[src/rtl/exception_unit.sv]
// Machine-mode exception unit: trap entry and MRET return, the five M-mode CSRs,
// and the pipeline flush/redirect controls that go with them.
// A trap takes two cycles. The detect cycle saves mepc, mcause and mstatus and
// flushes the front of the pipe. The TRAP2 cycle writes mtval and steers fetch to mtvec.
module exception_unit (
    input  logic        clk,
    input  logic        rst,
    input  logic        valid_ms,
    input  logic [2:0]  exp_vector_ms,
    input  logic        mret_ms,
    input  logic        interrupt,
    input  logic [31:0] epc_cur,
    input  logic [31:0] epc_next,
    input  logic [31:0] inst_ms,
    input  logic        csr_rw_ms,
    input  logic        csr_w_imm_mux,
    input  logic [1:0]  csr_wsc_mode,
    input  logic [11:0] csr_addr,
    input  logic [31:0] csr_rs1,
    input  logic [4:0]  csr_zimm,
    output logic [31:0] csr_rdata,
    output logic        redirect_mux,
    output logic [31:0] PC_redirect,
    output logic        reg_FD_flush,
    output logic        reg_DE_flush,
    output logic        reg_EM_flush,
    output logic        reg_MW_flush
);

    typedef enum logic {IDLE = 1'b0, TRAP2 = 1'b1} state_t;

    localparam logic [11:0] ADDR_MSTATUS = 12'h300;
    localparam logic [11:0] ADDR_MTVEC   = 12'h305;
    localparam logic [11:0] ADDR_MEPC    = 12'h341;
    localparam logic [11:0] ADDR_MCAUSE  = 12'h342;
    localparam logic [11:0] ADDR_MTVAL   = 12'h343;

    localparam logic [31:0] CAUSE_ILLEGAL = 32'd2;
    localparam logic [31:0] CAUSE_EBREAK  = 32'd3;
    localparam logic [31:0] CAUSE_ECALL   = 32'd11;
    localparam logic [31:0] CAUSE_IRQ     = 32'h8000_000B;

    state_t      state_q, state_d;
    logic        mie_q, mie_d;
    logic        mpie_q, mpie_d;
    logic [31:0] mtvec_q, mtvec_d;
    logic [31:0] mepc_q, mepc_d;
    logic [31:0] mcause_q, mcause_d;
    logic [31:0] mtval_q, mtval_d;
    // Faulting instruction word held from the detect cycle until TRAP2 writes mtval.
    logic [31:0] tval_hold_q, tval_hold_d;

    logic        is_idle;
    logic        exc_ebreak, exc_illegal, exc_ecall;
    logic        exception, irq_take, trap, mret_take, csr_we;
    logic [31:0] trap_cause;
    logic [31:0] csr_operand, csr_wdata;

    assign is_idle     = (state_q == IDLE);
    assign exc_ebreak  = exp_vector_ms[2];
    assign exc_illegal = exp_vector_ms[1];
    assign exc_ecall   = exp_vector_ms[0];
    assign exception   = valid_ms & (|exp_vector_ms);
    assign irq_take    = valid_ms & interrupt & mie_q & ~exception & ~mret_ms;
    assign trap        = is_idle & (exception | irq_take);
    assign mret_take   = is_idle & valid_ms & mret_ms & ~exception;
    assign csr_we      = is_idle & valid_ms & csr_rw_ms & ~trap & (csr_wsc_mode != 2'b00);
    assign csr_operand = csr_w_imm_mux ? {27'b0, csr_zimm} : csr_rs1;

    // Cause encoding; illegal outranks ECALL, which outranks EBREAK.
    always_comb begin
        trap_cause = CAUSE_IRQ;
        if (exception) begin
            if (exc_illegal)     trap_cause = CAUSE_ILLEGAL;
            else if (exc_ecall)  trap_cause = CAUSE_ECALL;
            else                 trap_cause = CAUSE_EBREAK;
        end
    end

    // CSR read port returns the value before this cycle's update.
    always_comb begin
        case (csr_addr)
            ADDR_MSTATUS: csr_rdata = {24'b0, mpie_q, 3'b0, mie_q, 3'b0};
            ADDR_MTVEC:   csr_rdata = mtvec_q;
            ADDR_MEPC:    csr_rdata = mepc_q;
            ADDR_MCAUSE:  csr_rdata = mcause_q;
            ADDR_MTVAL:   csr_rdata = mtval_q;
            default:      csr_rdata = 32'b0;
        endcase
    end

    // Software write value for write / set / clear.
    always_comb begin
        case (csr_wsc_mode)
            2'b01:   csr_wdata = csr_operand;
            2'b10:   csr_wdata = csr_rdata | csr_operand;
            2'b11:   csr_wdata = csr_rdata & ~csr_operand;
            default: csr_wdata = csr_rdata;
        endcase
    end

    // Next CSR and FSM state. Trap and MRET updates come after the software write so they take precedence.
    always_comb begin
        mie_d       = mie_q;
        mpie_d      = mpie_q;
        mtvec_d     = mtvec_q;
        mepc_d      = mepc_q;
        mcause_d    = mcause_q;
        mtval_d     = mtval_q;
        tval_hold_d = tval_hold_q;

        if (csr_we) begin
            case (csr_addr)
                ADDR_MSTATUS: begin
                    mie_d  = csr_wdata[3];
                    mpie_d = csr_wdata[7];
                end
                ADDR_MTVEC:  mtvec_d  = csr_wdata;
                ADDR_MEPC:   mepc_d   = csr_wdata;
                ADDR_MCAUSE: mcause_d = csr_wdata;
                ADDR_MTVAL:  mtval_d  = csr_wdata;
                default: ;
            endcase
        end

        if (trap) begin
            mepc_d      = exception ? epc_cur : epc_next;
            mcause_d    = trap_cause;
            mpie_d      = mie_q;
            mie_d       = 1'b0;
            tval_hold_d = (exception & exc_illegal) ? inst_ms : 32'b0;
        end

        if (mret_take) begin
            mie_d  = mpie_q;
            mpie_d = 1'b1;
        end

        if (state_q == TRAP2) begin
            mtval_d = tval_hold_q;
        end

        state_d = trap ? TRAP2 : IDLE;
    end

    // Redirect and flush controls. They are decoded from the state and this cycle's inputs, and reset masks them at once.
    always_comb begin
        redirect_mux = 1'b0;
        PC_redirect  = 32'b0;
        reg_FD_flush = 1'b0;
        reg_DE_flush = 1'b0;
        reg_EM_flush = 1'b0;
        reg_MW_flush = 1'b0;
        if (!rst) begin
            if (state_q == TRAP2) begin
                redirect_mux = 1'b1;
                PC_redirect  = mtvec_q;
                reg_FD_flush = 1'b1;
            end else if (trap) begin
                reg_FD_flush = 1'b1;
                reg_DE_flush = 1'b1;
                reg_EM_flush = 1'b1;
                reg_MW_flush = exception;
            end else if (mret_take) begin
                redirect_mux = 1'b1;
                PC_redirect  = mepc_q;
                reg_FD_flush = 1'b1;
                reg_DE_flush = 1'b1;
                reg_EM_flush = 1'b1;
            end
        end
    end

    // State and CSR registers. Asynchronous reset clears everything.
    always_ff @(posedge clk or posedge rst) begin
        if (rst) begin
            state_q     <= IDLE;
            mie_q       <= 1'b0;
            mpie_q      <= 1'b0;
            mtvec_q     <= 32'b0;
            mepc_q      <= 32'b0;
            mcause_q    <= 32'b0;
            mtval_q     <= 32'b0;
            tval_hold_q <= 32'b0;
        end else begin
            state_q     <= state_d;
            mie_q       <= mie_d;
            mpie_q      <= mpie_d;
            mtvec_q     <= mtvec_d;
            mepc_q      <= mepc_d;
            mcause_q    <= mcause_d;
            mtval_q     <= mtval_d;
            tval_hold_q <= tval_hold_d;
        end
    end

endmodule

[config.mk]
export PLATFORM = sky130hd
export DESIGN_NAME = exception_unit
export DESIGN_NICKNAME = d
export VERILOG_FILES = /design/src/rtl/exception_unit.sv
export SDC_FILE = /design/constraint.sdc
export NUM_CORES = 1
export LEC_CHECK = 0
export BUFFER_PORTS_ARGS = -buffer_cell sky130_fd_sc_hd__buf_2
export CAP_MARGIN = 10
export CORE_MARGIN = 2
export CORE_UTILIZATION = 60
export CTS_BUF_LIST = sky130_fd_sc_hd__clkbuf_4 sky130_fd_sc_hd__clkbuf_8
export DETAILED_ROUTE_END_ITERATION = 7
export GPL_TIMING_DRIVEN = 1
export PLACE_DENSITY = 0.88
export RECOVER_POWER = 50
export SYNTH_ARGS = -nofsm -noshare
export SYNTH_HDL_FRONTEND = slang
export SYNTH_SLANG_ARGS = --single-unit
[constraint.sdc]
create_clock -name clk -period 8 [get_ports clk]
set_clock_uncertainty 0.05 [all_clocks]
set_input_delay 0.4 -clock clk [delete_from_list [all_inputs] [get_ports clk]]
set_output_delay 0.4 -clock clk [all_outputs]
set_load 0.02 [all_outputs]
==> flow_summary_export.csv, run 1 <==
group,metric,value,unit
sta,finalHoldViolCount,0,
die,fp.dieArea,0.0171,mm^2
global_routing,antenna_found_initial,1,
clocking,post_cts_resized,0,
flow_run,maxCapViolations,4,
setup_path,critPathMostFrequentCell,"buf_2",
pwr,p_int,1.31,mW
sta,setup_viol,0,
setup_path,critPathKind,"in2out",
global_routing,grt_util_all_layers,35.9,%
synthesis,yosysWarnings,0,
setup_path,critPathLaunchType,"input pin",
routing,vias,9313,
pwr,p_per_area,170,mW/mm^2
global_routing,grt_util_met1,46.8,%
synthesis,async_flop_share,100,%
layout,drive_above_1_share,30.3,%
layout,fin_cells,1407,
synthesis,ys_types,65,
routing,drt_iter0_drc,1202,
clocking,cts_sinks,163,
setup_path,cp-end-kind,"output pin",
synthesis,yosysMostFrequentCell,"dfrtp_1",
global_routing,grt_pass1_vias,8894,
synthesis,ys_seq_area_share,42.3,%
global_routing,grt.overflow.total,0,
sta,final_max_slew_viol_count,213,
clocking,cts_setup_buffers,0,
synthesis,synth_cells,1013,
layout,synthToLayoutAreaGrowth,14.4,%
pwr,clkPwrFrac,30.7,%
synthesis,synth-main-ff-cell,"dfrtp_1",
setup_path,crit_fanout,36,
layout,nets,1335,
synthesis,synth_area_leader_cell,"dfrtp_1",
sta,tns,0,ns
sta,min_period,4.89,ns
synthesis,synthTopCellsByArea,"dfrtp_1 42%, a22oi_1 5.8%, mux2_2 5.7%",
die,initial_core_util,61.0,%
sta,period_share,61.2,%
pwr,p_leak,5.06,nW
synthesis,ys_seq_elements,163,
die,rows,46,
setup_path,path_cells,"buf_2, clkbuf_1, or3_2, nor4_4, buf_4, a22oi_2, a21boi_0, inv_1, buf_2",
pwr,peakVddDrop,0.112,mV
setup_path,max_stage_delay,1.02,ns
place,finalWeightedCongestion,0.988,
die,die_x,131,um
routing,drtPass1Iterations,5,
clocking,cts_buffer_depth,2,
sta,clock.fmax,0.204,GHz
run_status,status,"finished with violations",
global_routing,grt_pass1_wl,46800,um
synthesis,synth-edff-count,0,
place,hpwl,19100,um
pwr,pwr-share-seq,50.0,%
setup_path,cp.arrival,4.44,ns
clocking,cts-htree-levels,4,
global_routing,grt_max_degree,94,
clocking,numCtsBuffers,17,
synthesis,syn_nets,1170,
global_routing,gr-usage-met2,56.3,%
run_status,failed_checks,"max-capacitance violations, max-slew violations",
global_routing,grt_busiest_layer,"met2",
pwr,p_sw_share,30.2,%
synthesis,synth_area,0.00965,mm^2
setup_path,cp_slowest_cell,"nor4_4",
die,fp.dieH,131,um
die,coreArea,0.0158,mm^2
routing,wl_per_cell,21.7,um
routing,drtAntennaViolNets,0,
pwr,power_switching,0.567,mW
global_routing,grtUsageMet3,9.04,%
clocking,cts_tree,"built",
place,place_inst,1375,
place,numPortBuffers,225,
clocking,cts_hold_buf,0,
clocking,clk_latency,0.46,ns
sta,slew_headroom,-146,%
pwr,pwr-share-comb,19.3,%
clocking,cts_root_buf,"clkbuf_8",
synthesis,synth_common_cells,"163 x dfrtp_1, 130 x nand2_1, 74 x a22oi_1",
setup_path,critical_path_required,7.55,ns
synthesis,synth_top_area_share,42.3,%
sta,grt_setup_unrepaired,"false",
min_path,holdCritPathClass,"in2reg",
synthesis,avgSynthCellArea,9.53,um^2
routing,routed_via_density,6.62,
routing,drt-total-wl,30500,um
routing,remaining_drc_errors,0,
sta,max_slew.worst_pin.slew,3.67,ns
clocking,clk_pin_slew_worst_paths,0.09,ns
die,pin_count,226,
[final timing paths]
| check | to | cells after the start | slack (ns) | start |
|---|---|---|---|---|
| worst max-delay path | csr_rdata[19] | 9 | 3.11 | csr_addr[1] |
| worst min-delay path | tval_hold_q[10]$_DFFE_PP0P_ | 3 | 0.11 | inst_ms[10] |
| worst max register to register | mcause_q[3]$_DFFE_PP0P_ | 7 | 3.93 | mie_q$_DFFE_PP0P_ |
| worst min register to register | tval_hold_q[4]$_DFFE_PP0P_ | 2 | 0.43 | tval_hold_q[4]$_DFFE_PP0P_ |
| max in group asynchronous | state_q$_DFF_PP0_ | 3 | 3.27 | rst |
| min in group asynchronous | mcause_q[23]$_DFFE_PP0P_ | 2 | 2.42 | rst |
[metrics by stage]
step / utilization, % / hold slack (ns) / setup slack, ns / cell area, um^2 / total power [mW]
2_1_floorplan: - / 0.389 / 2.74 / 9650 / 1.19
3_3_place_gp: 67.6 / 0.403 / 4.29 / 10700 / 1.29
3_5_place_dp: 67.6 / 0.408 / 4.25 / 10700 / 1.31
4_1_cts: 69.9 / 0.0889 / 4.25 / 11100 / 1.87
5_1_grt: 69.8 / 0.0919 / 2.49 / 11000 / 1.95
6_report: 69.8 / 0.106 / 3.11 / 11000 / 1.88
[final cells by class]
type,count,area (um^2)
sequential,163,4080
tap,216,270
timing repair buffer,237,1210
multi-input combinational,742,5050
antenna,1,2.50
fill,1259,4780
inverter,17,65.1
clock inverter,9,82.6
clock buffer,22,284
[sequential cells by signal (all words and copies together), names as in the netlist]
| register | count |
|---|---|
| tval_hold_q | 32 |
| mepc_q | 32 |
| mtvec_q | 32 |
| mcause_q | 32 |
| mie_q | 1 |
| state_q | 1 |
| mtval_q | 32 |
| mpie_q | 1 |
[worst max-delay path: cells and delay by family]
kind,cells,cell delay (ns)
and+or+nand+nor,2,1.96
AOI/OAI and AO/OA,2,0.31
buffers and inverters,5,1.75
[cells in the final DEF (no fill, tap or decap), types with 7 or more instances in the layout]
| cell type | n |
|---|---|
| a22oi_1 | 74 |
| nand3_1 | 35 |
| o21ai_1 | 65 |
| a21oi_1 | 41 |
| nor3_1 | 7 |
| mux2i_1 | 20 |
| dfrtp_1 | 162 |
| a2bb2oi_1 | 12 |
| a22o_1 | 16 |
| o21ai_0 | 20 |
| mux2_2 | 49 |
| a22oi_2 | 19 |
| buf_2 | 220 |
| nand2_1 | 129 |
| inv_1 | 16 |
| a21boi_0 | 7 |
| clkbuf_8 | 19 |
| buf_4 | 11 |
| nor2_1 | 42 |
| o2bb2ai_1 | 25 |
| a22o_4 | 9 |
| o22ai_1 | 34 |
| xnor2_1 | 29 |
| nor2b_1 | 28 |
| and2_1 | 10 |
[kinds of logic (layout without fill, tap and decap cells)]
group	after synthesis	after routing	share of synthesized area [%]
AO/OA/AOI/OAI	347	347	26.3
XOR/XNOR	32	32	2.90
buffers and inverters	108	285	5.68
flip-flops	163	163	42.3
multiplexers	69	69	7.79
other	0	1	0
AND/OR/NAND/NOR	294	294	15.1
[per-layer routing]
metal / wire [um] / vias up
li1: - / 4050
met1: 11800 / 4497
met2: 14300 / 651
met3: 3120 / 115
met4: 1300 / 0
met5: 0 / -
[power by group through the flow]
stage | clock (mW) | combinational, mW | sequential (mW)
CTS | 0.574 | 0.357 | 0.936
detailed placement | 0 | 0.354 | 0.952
floorplan | 0 | 0.250 | 0.939
global placement | 0 | 0.342 | 0.949
finish | 0.576 | 0.363 | 0.939
global route | 0.608 | 0.394 | 0.946
Power figures use the tool's default switching activity.
==> run 2: changes to the inputs <==
--- a/config.mk
+++ b/config.mk
@@ -5,14 +5,15 @@
 export SDC_FILE = /design/constraint.sdc
 export NUM_CORES = 1
 export LEC_CHECK = 0
+export ABC_AREA = 1
 export BUFFER_PORTS_ARGS = -buffer_cell sky130_fd_sc_hd__buf_2
 export CAP_MARGIN = 10
 export CORE_MARGIN = 2
-export CORE_UTILIZATION = 60
+export CORE_UTILIZATION = 56
 export CTS_BUF_LIST = sky130_fd_sc_hd__clkbuf_4 sky130_fd_sc_hd__clkbuf_8
 export DETAILED_ROUTE_END_ITERATION = 7
 export GPL_TIMING_DRIVEN = 1
-export PLACE_DENSITY = 0.88
+export PLACE_DENSITY = 0.82
 export RECOVER_POWER = 50
 export SYNTH_ARGS = -nofsm -noshare
 export SYNTH_HDL_FRONTEND = slang
==> constraint.sdc (replaced) <==
create_clock -name clk -period 5.1 [get_ports clk]
set_clock_uncertainty 0.05 [all_clocks]
set_input_delay 0.255 -clock clk [delete_from_list [all_inputs] [get_ports clk]]
set_output_delay 0.255 -clock clk [all_outputs]
set_load 0.02 [all_outputs]
==> flow_summary_export.csv, run 2 <==
group,metric,value,unit
routing,vias,10900,
clocking,clk_latency,0.47,ns
layout,final_area,0.0115,mm^2
pwr,power,3.08,mW
sta,slew_headroom,-51.9,%
synthesis,yosysWarnings,0,
sta,finalHoldViolCount,0,
clocking,cts_sinks,163,
clocking,cts_tree,"built",
layout,nets,1806,
pwr,peakVddDrop,0.183,mV
setup_path,cp-end-kind,"output pin",
synthesis,synth_area,0.00983,mm^2
pwr,p_per_area,267,mW/mm^2
setup_path,crit_fanout,36,
sta,final_max_slew_viol_count,170,
layout,most-common-layout-cells,"501 x nand2_1, 208 x nand3_1, 207 x buf_2, 162 x dfrtp_1, 149 x o21ai_0",
place,hpwl,21200,um
setup_path,max_stage_delay,1.01,ns
place,pre_cts_ws,1.32,ns
synthesis,syn_nets,1626,
pwr,p_leak,6.28,nW
setup_path,critPathMostFrequentCell,"nand2_1",
clocking,cts_hold_buf,17,
global_routing,grt_util_all_layers,35.8,%
layout,synthToLayoutAreaGrowth,17.4,%
synthesis,synthTopCellsByArea,"dfrtp_1 42%, nand2_1 19%, nand3_1 11%",
layout,num_antenna_cells,0,
synthesis,yosysMostFrequentCell,"nand2_1",
setup_path,path_cells,"clkbuf_1, nor2_1, nand2_1, nand2_1, inv_2, o21ai_4, buf_4, nand2_1, o21ai_0, inv_1, buf_2",
routing,drt-total-wl,33100,um
synthesis,async_flop_share,100,%
run_status,status,"finished with violations",
synthesis,synth-main-ff-cell,"dfrtp_1",
layout,layout_commonest_cell,"nand2_1",
routing,remaining_drc_errors,0,
clocking,post_cts_resized,0,
min_path,holdCritPathClass,"in2reg",
routing,drtPass1Iterations,6,
synthesis,ys_seq_area_share,41.5,%
global_routing,grt_pass1_vias,9982,
sta,period_share,78.9,%
setup_path,critPathKind,"in2out",
die,pin_count,226,
global_routing,grt.overflow.total,0,
sta,min_period,4.02,ns
die,coreArea,0.0172,mm^2
flow_run,maxCapViolations,4,
clocking,cts-htree-levels,4,
synthesis,ys_types,31,
place,numPortBuffers,225,
setup_path,cp_slowest_cell,"nand2_1",
routing,drt_iter0_drc,1326,
place,dpl-instance-area,0.0110,mm^2
layout,fin_cells,1885,
place,place_inst,1837,
synthesis,synth_common_cells,"500 x nand2_1, 208 x nand3_1, 163 x dfrtp_1",
die,rows,48,
sta,clock.fmax,0.248,GHz
die,initial_core_util,57.0,%
clocking,numCtsBuffers,17,
routing,routed_via_density,5.77,
clocking,cts_buffer_depth,2,
place,finalWeightedCongestion,0.890,
synthesis,synth-edff-count,0,
sta,grt_setup_unrepaired,"false",
layout,drive_above_1_share,18.1,%
clocking,cts_setup_buffers,0,
clocking,clk_pin_slew_worst_paths,0.08,ns
global_routing,grt_max_degree,92,
synthesis,ys_seq_elements,163,
sta,fin_ws,1.08,ns
die,fp.dieArea,0.0186,mm^2
sta,tns,0,ns
setup_path,critical_path_required,4.80,ns
synthesis,synth_top_area_share,41.5,%
sta,setup_viol,0,
routing,drtAntennaViolNets,0,
sta,max_slew.worst_pin.slew,2.28,ns
run_status,failed_checks,"max-capacitance violations, max-slew violations",
die,die_x,136,um
clocking,cts_root_buf,"clkbuf_8",
global_routing,antenna_found_initial,0,
routing,wl_per_cell,17.5,um
die,fp.dieH,136,um
setup_path,critPathLaunchType,"input pin",
setup_path,cp.arrival,3.72,ns
synthesis,avgSynthCellArea,6.69,um^2
global_routing,grt_pass1_wl,51200,um
synthesis,synth_cells,1469,
synthesis,synth_area_leader_cell,"dfrtp_1",
[run 2: cell families (layout without fill, tap and decap cells)]
| logic type | Yosys count | count (layout) | synth area share [%] |
|---|---|---|---|
| DFF | 163 | 163 | 41.5 |
| muxes | 1 | 1 | 0.115 |
| and+or+nand+nor | 828 | 828 | 35.5 |
| AOI/OAI and AO/OA | 235 | 235 | 13.0 |
| buffers and inverters | 241 | 432 | 9.75 |
| xor gates and xnor gates | 1 | 1 | 0.0892 |
[run 2: area by class of cell]
type,instances,area [um^2]
fill,1546,5700
multi-input combinational,1065,4830
sequential,163,4080
timing repair buffer,262,1430
inverter,140,531
tap,225,282
clock buffer,21,270
clock inverter,9,110
[run 2: worst max-delay path: cells and delay by family]
kind,cells,cell delay [ns]
buffers and inverters,5,1.36
AO/OA/AOI/OAI,2,0.72
AND/OR/NAND/NOR,4,1.37
[run 2: final timing paths]
path / start / to / slack (ns) / depth (start not counted)
worst min register to register: mcause_q[9]$_DFFE_PP0P_ / mcause_q[9]$_DFFE_PP0P_ / 0.44 / 2
worst max register to register: mie_q$_DFFE_PP0P_ / tval_hold_q[24]$_DFFE_PP0P_ / 2.45 / 5
min in group asynchronous: rst / mepc_q[3]$_DFFE_PP0P_ / 1.10 / 2
worst min-delay path: inst_ms[29] / tval_hold_q[29]$_DFFE_PP0P_ / 0.01 / 3
worst max-delay path: exp_vector_ms[1] / reg_FD_flush / 1.08 / 11
max in group asynchronous: rst / mtvec_q[19]$_DFFE_PP0P_ / 1.57 / 3
[run 2: routing by layer]
| layer | part of all wire [%] | up-vias | GRT usage [%] |
|---|---|---|---|
| met1 | 39 | 4975 | 48.6 |
| li1 | - | 5047 | - |
| met3 | 13 | 108 | 10.1 |
| met5 | 0 | - | 0 |
| met4 | 3.5 | 0 | 16.5 |
| met2 | 44 | 755 | 53.2 |
[run 2: report_power, final]
group	leakage, nW	total, mW	internal (mW)	switching, mW
logic	4.08	0.634	0.208	0.426
clock network	0.188	0.934	0.458	0.476
registers	2.01	1.51	1.43	0.0835
total	6.28	3.08	2.09	0.985
[run 2: stage by stage]
step	hold WS, ns	utilization [%]
after floorplan	0.364	-
after global placement	0.413	63.9
after detailed placement	0.416	63.9
after CTS	0.00285	67.1
after global routing	0.0193	66.9
final	0.0100	66.9
==> run 3: changes to the inputs <==
--- a/config.mk
+++ b/config.mk
@@ -5,15 +5,15 @@
 export SDC_FILE = /design/constraint.sdc
 export NUM_CORES = 1
 export LEC_CHECK = 0
-export ABC_AREA = 1
+export ABC_AREA = 0
 export BUFFER_PORTS_ARGS = -buffer_cell sky130_fd_sc_hd__buf_2
 export CAP_MARGIN = 10
 export CORE_MARGIN = 2
-export CORE_UTILIZATION = 56
+export CORE_UTILIZATION = 51
 export CTS_BUF_LIST = sky130_fd_sc_hd__clkbuf_4 sky130_fd_sc_hd__clkbuf_8
 export DETAILED_ROUTE_END_ITERATION = 7
 export GPL_TIMING_DRIVEN = 1
-export PLACE_DENSITY = 0.82
+export PLACE_DENSITY = 0.79
 export RECOVER_POWER = 50
 export SYNTH_ARGS = -nofsm -noshare
 export SYNTH_HDL_FRONTEND = slang
==> constraint.sdc (replaced) <==
create_clock -name clk -period 3.7 [get_ports clk]
set_clock_uncertainty 0.05 [all_clocks]
set_input_delay 0.185 -clock clk [delete_from_list [all_inputs] [get_ports clk]]
set_output_delay 0.185 -clock clk [all_outputs]
set_load 0.02 [all_outputs]
==> flow_summary_export.csv, run 3 (same netlist as run 1, synthesis figures left out) <==
group,metric,value,unit
run_status,status,"finished with violations",
run_status,failed_checks,"max-capacitance violations, max-slew violations",
routing,vias,9361,
sta,clock.fmax,0.348,GHz
sta,max_slew.worst_pin.slew,2.16,ns
die,pin_count,226,
clocking,cts_tree,"built",
routing,wl_per_cell,21.7,um
clocking,cts_sinks,163,
sta,hold_ws,0.0896,ns
clocking,cts_setup_buffers,0,
layout,nets,1379,
setup_path,r2r_setup_slack,0.99,ns
global_routing,grt_max_degree,87,
layout,nFillCells,1624,
flow_run,maxCapViolations,2,
place,finalWeightedCongestion,0.910,
pwr,p_int,2.94,mW
die,coreArea,0.0186,mm^2
setup_path,regToRegStartpoint,"state_q$_DFF_PP0_",
routing,routed_via_density,6.38,
sta,min_period,2.88,ns
clocking,clk_latency,0.46,ns
sta,tns,0,ns
setup_path,reg2regPathDepth,8,
pwr,power_switching,1.25,mW
pwr,peakVddDrop,0.236,mV
layout,fin_cells,1468,
place,numPortBuffers,225,
min_path,holdCritPathClass,"in2reg",
layout,final_area,0.0115,mm^2
setup_path,critPathLaunchType,"register",
setup_path,crit_fanout,72,
clocking,cts_buffer_depth,2,
pwr,pwr-share-seq,48.6,%
die,rows,50,
sta,slew_headroom,-44.3,%
die,fp.dieH,142,um
global_routing,antenna_found_initial,1,
pwr,p_per_area,363,mW/mm^2
min_path,hold_path_depth,4,
global_routing,grt_pass1_wl,49700,um
pwr,pwr-share-comb,19.3,%
place,place_inst,1405,
die,die_x,142,um
setup_path,cp.arrival,2.64,ns
global_routing,grt.overflow.total,0,
setup_path,cp-end-kind,"output pin",
sta,final_max_slew_viol_count,75,
sta,finalHoldViolCount,0,
routing,drtPass1Iterations,6,
routing,drt_iter0_drc,1044,
setup_path,critical_path_required,3.46,ns
setup_path,rr_endpoint,"mepc_q[27]$_DFFE_PP0P_",
routing,drtAntennaViolNets,0,
layout,synthToLayoutAreaGrowth,19.5,%
place,dpl-instance-area,0.0108,mm^2
setup_path,critPathKind,"reg2out",
clocking,clk_pin_slew_worst_paths,0.09,ns
place,hpwl,20800,um
layout,most-common-layout-cells,"223 x buf_2, 162 x dfrtp_1, 129 x nand2_1, 74 x a22oi_1, 65 x o21ai_1",
pwr,power,4.19,mW
layout,drive_above_1_share,30.7,%
min_path,hp-start,"epc_cur[22]",
sta,grt_setup_unrepaired,"false",
global_routing,grt_util_all_layers,32.2,%
sta,setup_viol,0,
die,fp.dieArea,0.0200,mm^2
pwr,p_sw_share,29.8,%
layout,layout_commonest_cell,"buf_2",
clocking,cts_root_buf,"clkbuf_8",
routing,drt-total-wl,31800,um
clocking,numCtsBuffers,17,
global_routing,grt_pass1_vias,8940,
layout,num_antenna_cells,0,
sta,period_share,77.8,%
clocking,post_cts_resized,0,
pwr,clkPwrFrac,32.1,%
pwr,p_leak,5.29,nW
die,initial_core_util,51.8,%
clocking,cts-htree-levels,4,
routing,remaining_drc_errors,0,
min_path,hold_path_end,"mepc_q[22]$_DFFE_PP0P_",
-- run 3: changes by cell type in the layout (fill, tap and decap cells not counted), moves of 35 or more --
cell     previous run  this run
nand2_1           501       129
o21ai_0           149        20
mux2_2              1        49
nand3_1           208        35
nor2_1             77        42
inv_1             136        15
a22oi_1            30        74
-- run 3: power groups by stage --
stage,sequential [mW],combinational (mW),clock [mW]
6_report,2.03,0.809,1.34
5_1_grt,2.05,0.879,1.43
4_1_cts,2.03,0.804,1.35
3_5_place_dp,2.06,0.775,0
3_3_place_gp,2.06,0.750,0
2_1_floorplan,2.03,0.542,0
-- run 3: critical path, stage by stage (launching register included) --
cell	delay (ns)
dfrtp_1	0.41
and3b_1	0.25
o21ai_0	0.36
buf_4	0.76
a21oi_1	0.12
buf_2	0.26
-- run 3: metal layers --
| layer | share of wire (%) | vias up | wire length [um] | global-route usage (%) |
|---|---|---|---|---|
| met5 | 0 | - | 0 | 0 |
| met1 | 41 | 4563 | 12900 | 44.0 |
| li1 | - | 4160 | - | - |
| met2 | 47 | 561 | 14800 | 50.5 |
| met4 | 3.3 | 0 | 1040 | 12.7 |
| met3 | 9.6 | 77 | 3040 | 6.68 |
-- run 3: worst max path at each step --
| stage | startpoint | endpoint | slack, ns | depth (start not counted) |
|---|---|---|---|---|
| CTS | state_q$_DFF_PP0_ | reg_EM_flush | 0.97 | 6 |
| floorplan | rst | mcause_q[0]$_DFFE_PP0P_ | 0.93 | 3 |
| detailed placement | csr_addr[11] | mtval_q[25]$_DFFE_PP0P_ | 0.86 | 6 |
| finish | mie_q$_DFFE_PP0P_ | reg_FD_flush | 0.82 | 5 |
| global route | rst | mie_q$_DFFE_PP0P_ | 0.51 | 3 |
| global placement | csr_addr[11] | mtval_q[30]$_DFFE_PP0P_ | 0.93 | 6 |
-- run 3: final cells by class --
type | instances | area [um^2] | area share, %
Multi-Input combinational cell | 742 | 5050 | 43.8
Inverter | 17 | 65.1 | 0.564
Sequential cell | 163 | 4080 | 35.4
Timing Repair Buffer | 281 | 1630 | 14.1
Clock buffer | 21 | 283 | 2.45
Tap cell | 234 | 293 | 2.54
Clock inverter | 10 | 125 | 1.08
-- run 3: timing repair --
item,in CTS,in global routing
setup endpoints to repair,0,0
hold buffers,32,0
endpoints found under the hold margin,32,0
-- run 3: stage by stage --
| step | utilization [%] | worst slack, ns |
|---|---|---|
| 6_report | 61.9 | 0.823 |
| 5_1_grt | 61.9 | 0.508 |
| 4_1_cts | 62.0 | 0.975 |
| 3_5_place_dp | 58.1 | 0.859 |
| 3_3_place_gp | 58.1 | 0.926 |
| 2_1_floorplan | - | 0.931 |
